<file path="src/rtl/pipe_hazard_ctrl_pkg.sv">
// Shared types and constants for the pipeline stall/flush controller.
package pipe_hazard_ctrl_pkg;

  localparam int unsigned NUM_STAGES = 6;               // IF ID EX M1 M2 WB
  localparam int unsigned NUM_CTRL   = NUM_STAGES - 2;  // stall/flush lines per kind
  localparam int unsigned REG_W      = 5;
  localparam int unsigned XLEN       = 32;

  // stall vector: what is held; flush vector: which stage input is zeroed
  localparam int unsigned S_IF = 0;
  localparam int unsigned S_ID = 1;
  localparam int unsigned S_EX = 2;
  localparam int unsigned S_M1 = 3;
  localparam int unsigned F_ID = 0;
  localparam int unsigned F_EX = 1;
  localparam int unsigned F_M1 = 2;
  localparam int unsigned F_M2 = 3;

  typedef enum logic [1:0] {
    ST_RUN        = 2'd0,
    ST_DMEM_WAIT  = 2'd1,
    ST_TRAP_DRAIN = 2'd2
  } state_e;

endpackage

</file>
<file path="src/rtl/pipe_hazard_cmp.sv">
// Load-use comparator: ID source registers against pending EX/M1 load destinations.
module pipe_hazard_cmp
  import pipe_hazard_ctrl_pkg::*;
(
  input  logic [REG_W-1:0] id_rs1,
  input  logic [REG_W-1:0] id_rs2,
  input  logic             id_use_rs1,
  input  logic             id_use_rs2,
  input  logic [REG_W-1:0] ex_rd,
  input  logic             ex_is_load,
  input  logic [REG_W-1:0] m1_rd,
  input  logic             m1_is_load,
  output logic             hazard
);

  logic rs1_hit;
  logic rs2_hit;

  // x0 never carries a dependency
  assign rs1_hit = id_use_rs1 && (id_rs1 != '0) &&
                   ((ex_is_load && (ex_rd == id_rs1)) || (m1_is_load && (m1_rd == id_rs1)));
  assign rs2_hit = id_use_rs2 && (id_rs2 != '0) &&
                   ((ex_is_load && (ex_rd == id_rs2)) || (m1_is_load && (m1_rd == id_rs2)));

  assign hazard = rs1_hit || rs2_hit;

endmodule

</file>
<file path="src/rtl/pipe_hazard_ctrl.sv">
// Central stall/flush/redirect controller for the six-stage pipeline.
//   state          | meaning
//   ST_RUN         | normal issue; priority dmem > trap > ex redirect > load-use/imem
//   ST_DMEM_WAIT   | M1 access outstanding, everything up to M1 held, bubble into M2
//   ST_TRAP_DRAIN  | post-trap bubbles while CSR state settles; fetch held
module pipe_hazard_ctrl
  import pipe_hazard_ctrl_pkg::*;
#(
  parameter int unsigned DRAIN_CYCLES = 2
) (
  input  logic             clk,
  input  logic             rst,
  input  logic [REG_W-1:0] id_rs1,
  input  logic [REG_W-1:0] id_rs2,
  input  logic             id_use_rs1,
  input  logic             id_use_rs2,
  input  logic [REG_W-1:0] ex_rd,
  input  logic [REG_W-1:0] m1_rd,
  input  logic             ex_is_load,
  input  logic             m1_is_load,
  input  logic             ex_redirect,
  input  logic [XLEN-1:0]  ex_target,
  input  logic             m1_trap,
  input  logic [XLEN-1:0]  m1_trap_target,
  input  logic             m1_mem_access,
  input  logic             dmem_ready,
  input  logic             imem_ready,
  output logic             stall_if,
  output logic             stall_id,
  output logic             stall_ex,
  output logic             stall_m1,
  output logic             flush_id,
  output logic             flush_ex,
  output logic             flush_m1,
  output logic             flush_m2,
  output logic             pc_redirect,
  output logic [XLEN-1:0]  pc_target
);

  localparam int unsigned CNT_W = (DRAIN_CYCLES > 1) ? $clog2(DRAIN_CYCLES) : 1;
  localparam logic [CNT_W-1:0] DRAIN_INIT =
    (DRAIN_CYCLES > 0) ? CNT_W'(DRAIN_CYCLES - 1) : '0;

  state_e               state_q, state_d;
  logic [CNT_W-1:0]     cnt_q, cnt_d;
  logic [NUM_CTRL-1:0]  stall_v, flush_v;
  logic                 redir_c;
  logic [XLEN-1:0]      target_c;
  logic                 load_use;
  logic                 dmem_wait;

  pipe_hazard_cmp u_cmp (
    .id_rs1     (id_rs1),
    .id_rs2     (id_rs2),
    .id_use_rs1 (id_use_rs1),
    .id_use_rs2 (id_use_rs2),
    .ex_rd      (ex_rd),
    .ex_is_load (ex_is_load),
    .m1_rd      (m1_rd),
    .m1_is_load (m1_is_load),
    .hazard     (load_use)
  );

  assign dmem_wait = m1_mem_access && !dmem_ready;

  always_comb begin
    state_d  = state_q;
    cnt_d    = cnt_q;
    stall_v  = '0;
    flush_v  = '0;
    redir_c  = 1'b0;
    target_c = '0;
    case (state_q)
      ST_TRAP_DRAIN: begin
        stall_v[S_IF] = 1'b1;
        flush_v[F_ID] = 1'b1;
        if (cnt_q == '0) state_d = ST_RUN;
        else             cnt_d   = cnt_q - 1'b1;
      end
      default: begin
        if (dmem_wait) begin
          stall_v       = '1;
          flush_v[F_M2] = 1'b1;
          state_d       = ST_DMEM_WAIT;
        end else if (m1_trap) begin
          flush_v[F_ID] = 1'b1;
          flush_v[F_EX] = 1'b1;
          flush_v[F_M1] = 1'b1;
          redir_c       = 1'b1;
          target_c      = m1_trap_target;
          if (DRAIN_CYCLES == 0) begin
            state_d = ST_RUN;
          end else begin
            state_d = ST_TRAP_DRAIN;
            cnt_d   = DRAIN_INIT;
          end
        end else begin
          state_d = ST_RUN;
          if (ex_redirect) begin
            flush_v[F_ID] = 1'b1;
            flush_v[F_EX] = 1'b1;
            redir_c       = 1'b1;
            target_c      = ex_target;
          end else begin
            // load-use and imem wait are independent and combine
            if (load_use) begin
              stall_v[S_IF] = 1'b1;
              stall_v[S_ID] = 1'b1;
              flush_v[F_EX] = 1'b1;
            end
            if (!imem_ready) begin
              stall_v[S_IF] = 1'b1;
              flush_v[F_ID] = 1'b1;
            end
          end
        end
      end
    endcase
  end

  always_ff @(posedge clk or posedge rst) begin
    if (rst) begin
      state_q <= ST_RUN;
      cnt_q   <= '0;
    end else begin
      state_q <= state_d;
      cnt_q   <= cnt_d;
    end
  end

  assign stall_if    = !rst && stall_v[S_IF];
  assign stall_id    = !rst && stall_v[S_ID];
  assign stall_ex    = !rst && stall_v[S_EX];
  assign stall_m1    = !rst && stall_v[S_M1];
  assign flush_id    = !rst && flush_v[F_ID];
  assign flush_ex    = !rst && flush_v[F_EX];
  assign flush_m1    = !rst && flush_v[F_M1];
  assign flush_m2    = !rst && flush_v[F_M2];
  assign pc_redirect = !rst && redir_c;
  assign pc_target   = rst ? '0 : target_c;

endmodule

</file>
<file path="config.mk">
export PLATFORM = sky130hd
export DESIGN_NAME = pipe_hazard_ctrl
export DESIGN_NICKNAME = d
export VERILOG_FILES = /design/src/rtl/pipe_hazard_ctrl_pkg.sv /design/src/rtl/pipe_hazard_cmp.sv /design/src/rtl/pipe_hazard_ctrl.sv
export SDC_FILE = /design/constraint.sdc
export NUM_CORES = 1
export LEC_CHECK = 0
export CAP_MARGIN = 40
export CELL_PAD_IN_SITES_DETAIL_PLACEMENT = 1
export CELL_PAD_IN_SITES_GLOBAL_PLACEMENT = 2
export CORE_ASPECT_RATIO = 1.75
export CORE_MARGIN = 2
export CORE_UTILIZATION = 10
export CTS_BUF_LIST = sky130_fd_sc_hd__clkbuf_8 sky130_fd_sc_hd__clkbuf_16
export DETAILED_ROUTE_END_ITERATION = 6
export PLACE_DENSITY_LB_ADDON = 0.1
export SETUP_SLACK_MARGIN = 0.15
export SKIP_LAST_GASP = 1
export SYNTH_ARGS = -nofsm -noshare
export SYNTH_HDL_FRONTEND = slang
export SYNTH_SLANG_ARGS = --single-unit
export TNS_END_PERCENT = 20
</file>
<file path="constraint.sdc">
create_clock -name clk -period 2.3 [get_ports clk]
set_input_delay 0.575 -clock clk [delete_from_list [all_inputs] [get_ports clk]]
set_output_delay 0.575 -clock clk [all_outputs]
set_load 0.03 [all_outputs]
</file>
==> results.yml <==
sta:
  holdWs_ns: 0.417
  period_share_pct: 116
  setup_viol: 35
  final_max_slew_viol_count: 0
  finClkSkew_ns: 0.000177
  tightest_slew_ns: 0.315
  max_slew_margin_pct: 78.8
  fin_ws_ns: -0.363
  rsz0062_at_grt: "true"
  timing.fmax_mhz: 376
  hold_viol_final: 0
  period_needed_ns: 2.66
  fin_setup_tns_ns: -5.08
pwr:
  p_per_area_mw_per_mm2: 406
  power.static_leakage_nw: 1.23
  vdd_drop_max_mv: 0.238
  total_power_mw: 1.13
yosys:
  ys_ff_latch: 3
  synthAdderAreaFrac_pct: 0
  synth_cell_types: 26
  syn-cell-area_um2: 841
  synthMuxAreaShare_pct: 0
  async_flop_share_pct: 100
  synth_compound_area_share_pct: 42.7
  synth_cells: 104
  synth_xor_xnor_area_share_pct: 20.8
  synth_top_family_by_area: "compound AO/OA/AOI/OAI gates"
  synth_nets: 199
  synth_warnings: 0
  syn_area_per_cell_um2: 8.08
  yosysSeqAreaShare_pct: 8.93
  synth_edf_count: 0
  synth_ff_type: "dfrtp_1"
  yosys.area_share.simple_pct: 18.9
worst_setup_path:
  r2r_end: "state_q[1]$_DFFE_PP0P_"
  worstPathArrival_ns: 2.09
  cp.depth: 10
  end_kind: "primary output"
  path_max_fanout: 2
  r2r_start: "state_q[1]$_DFFE_PP0P_"
  startpoint_type: "primary input"
  path_buf_inv: 5
  cpPeakStageDelay_ns: 0.27
  path_common_cell: "buf_6"
  crit_type: "in2out"
  ff2ff_path_depth: 5
  crit_end: "stall_id"
  slowest_stage: "nor4_1"
  rrSetupSlack_ns: 1.29
  cp-startpoint: "m1_rd[0]"
  cp_top_family: "buffers and inverters"
  cp_data_required_time_ns: 1.73
  worstPathCellList: "buf_8 -> buf_6 -> xor2_1 -> nor4_1 -> a32oi_1 -> o22a_1 -> buf_4 -> buf_6 -> o21bai_4 -> buf_6"
floorplanning:
  num_rows: 44
  die_y_um: 125
  coreArea_mm2: 0.00826
  ios: 136
  die_width_um: 73.3
  initial_core_util_pct: 10.2
  die-area_mm2: 0.00919
layout:
  final_area_mm2: 0.00278
  antenna_cells: 0
  area_growth_pct: 230
  nFillCells: 956
  nets: 365
  drive_above_1_share_pct: 45.0
drt:
  route.detailed.drc: 0
  avgRoutedWirePerCell_um: 18.1
  routed_wl_um: 6530
  drt-vias-per-instance: 4.29
  drtAntennaViolNets: 0
  first_iter_violations: 40
  first_pass_iters: 4
  via_count: 1550
cts:
  cts.sinks: 3
  htree_levels: 1
  clock_latency_ns: 0.22
  numCtsBuffers: 3
  cts_tree: "built"
  clkTransAtPathRegs_ns: 0.03
  clockBufferDepth: 2
  root_buffer: "clkbuf_16"
grt:
  grt_usage_pct: 13.1
  grt_pass1_vias: 1678
  overflow: 0
  grt_max_degree: 17
  antenna_found_initial: 0
  grt_pass1_wl_um: 9090
min_path:
  worstHoldPathType: "in2async"
outcome:
  status: "complete, but fails checks"
  violations: "negative setup slack"
placed_design:
  placed_area_mm2: 0.00235
  dpl.hpwl_um: 4960
  gp_congestion: 0.749
  port_buffers: 135
job:
  max_cap_violations: 0
==> cell usage after synthesis (2+ instances only) <==
master | n | share of area, %
dfrtp_1 | 3 | 8.9
buf_4 | 5 | 4.5
a22o_1 | 32 | 33
xor2_1 | 16 | 17
or4_1 | 2 | 1.8
a32oi_1 | 2 | 2.1
nor3_1 | 2 | 1.2
nor2_1 | 7 | 3.1
buf_2 | 4 | 2.4
and2_1 | 2 | 1.5
nand2_1 | 4 | 1.8
nor4_1 | 3 | 2.2
a21oi_1 | 3 | 1.8
o21ai_0 | 3 | 1.8
nor2b_1 | 2 | 1.5
xnor2_1 | 4 | 4.2
==> stage by stage <==
step | std cells | worst slack [ns] | utilization [%]
2_1_floorplan | 104 | -0.0297 | -
3_3_place_gp | 340 | -1.19 | 28.5
3_5_place_dp | 340 | -1.16 | 28.5
4_1_cts | 357 | -0.498 | 32.3
5_1_grt | 361 | -0.403 | 33.6
6_report | 361 | -0.363 | 33.6
==> worst min path at each step <==
stage	end	slack (ns)	from	depth (start not counted)
detailed placement	cnt_q$_DFFE_PP0P_	0.52	cnt_q$_DFFE_PP0P_	2
floorplan	cnt_q$_DFFE_PP0P_	0.33	rst	1
CTS	cnt_q$_DFFE_PP0P_	0.42	rst	3
global route	cnt_q$_DFFE_PP0P_	0.43	rst	3
global placement	cnt_q$_DFFE_PP0P_	0.52	cnt_q$_DFFE_PP0P_	2
finish	cnt_q$_DFFE_PP0P_	0.42	rst	3
==> logic make-up (layout without fill, tap and decap cells) <==
family	after synthesis	count (layout)
buffers and inverters	11	176
XOR/XNOR	20	20
AO/OA/AOI/OAI	43	43
AND/OR/NAND/NOR	27	27
flip-flops	3	3
==> sequential cells by signal (all words and copies together), names as in the netlist <==
name,count
state_q,2
cnt_q,1
==> repair_timing <==
item | CTS | global route
gates cloned | 4 | 1
endpoints found under the setup margin | 41 | 41
pin swaps | 17 | 22
hold buffers | 0 | 0
buffers inserted | 9 | 3
gates resized for setup | 84 | 58
==> layer usage <==
metal	wire [um]	up-vias	global-route usage (%)	part of all wire (%)
met5	0	-	0	0
met1	1720	717	10.5	26
met3	723	2	3.63	11
met4	23	0	0.963	0.35
met2	4060	103	29.5	62
li1	-	728	-	-
==> cell type report <==
cell class	instances	area, um2	share of cell area [%]
timing repair buffer	171	1660	59.8
clock buffer	3	75.1	2.71
multi-input combinational	90	842	30.3
sequential	3	75.1	2.71
clock inverter	1	3.75	0.135
tap	92	115	4.15
inverter	1	3.75	0.135
==> cells in the final DEF, fill, tap and decap left out, types with 2 or more instances in the layout <==
master | Yosys | layout
xor2_2 | 0 | 4
xor2_1 | 16 | 12
clkdlybuf4s50_1 | 0 | 69
dlygate4sd2_1 | 0 | 4
inv_1 | 1 | 2
nor4_1 | 3 | 2
nor4_2 | 1 | 2
a32oi_1 | 2 | 2
buf_2 | 4 | 3
a22o_1 | 32 | 30
xnor2_1 | 4 | 3
buf_4 | 5 | 56
buf_16 | 0 | 3
nor2_1 | 7 | 7
nand2_1 | 4 | 3
buf_6 | 1 | 22
dfrtp_1 | 3 | 3
buf_12 | 0 | 2
a22o_4 | 0 | 2
clkbuf_2 | 0 | 7
and2_1 | 2 | 2
clkbuf_16 | 0 | 4
a21oi_1 | 3 | 2
==> tightest hold or removal path, delay by kind of cell <==
family	cells	cell delay, ns
buffers and inverters	3	0.40
==> report_power, final <==
part | leakage (nW) | switching, mW | internal (mW)
registers | 0.0374 | 0.00750 | 0.0690
clock network | 0.0423 | 0.0458 | 0.224
logic | 1.15 | 0.357 | 0.423
(Power assumes the default switching activity.)
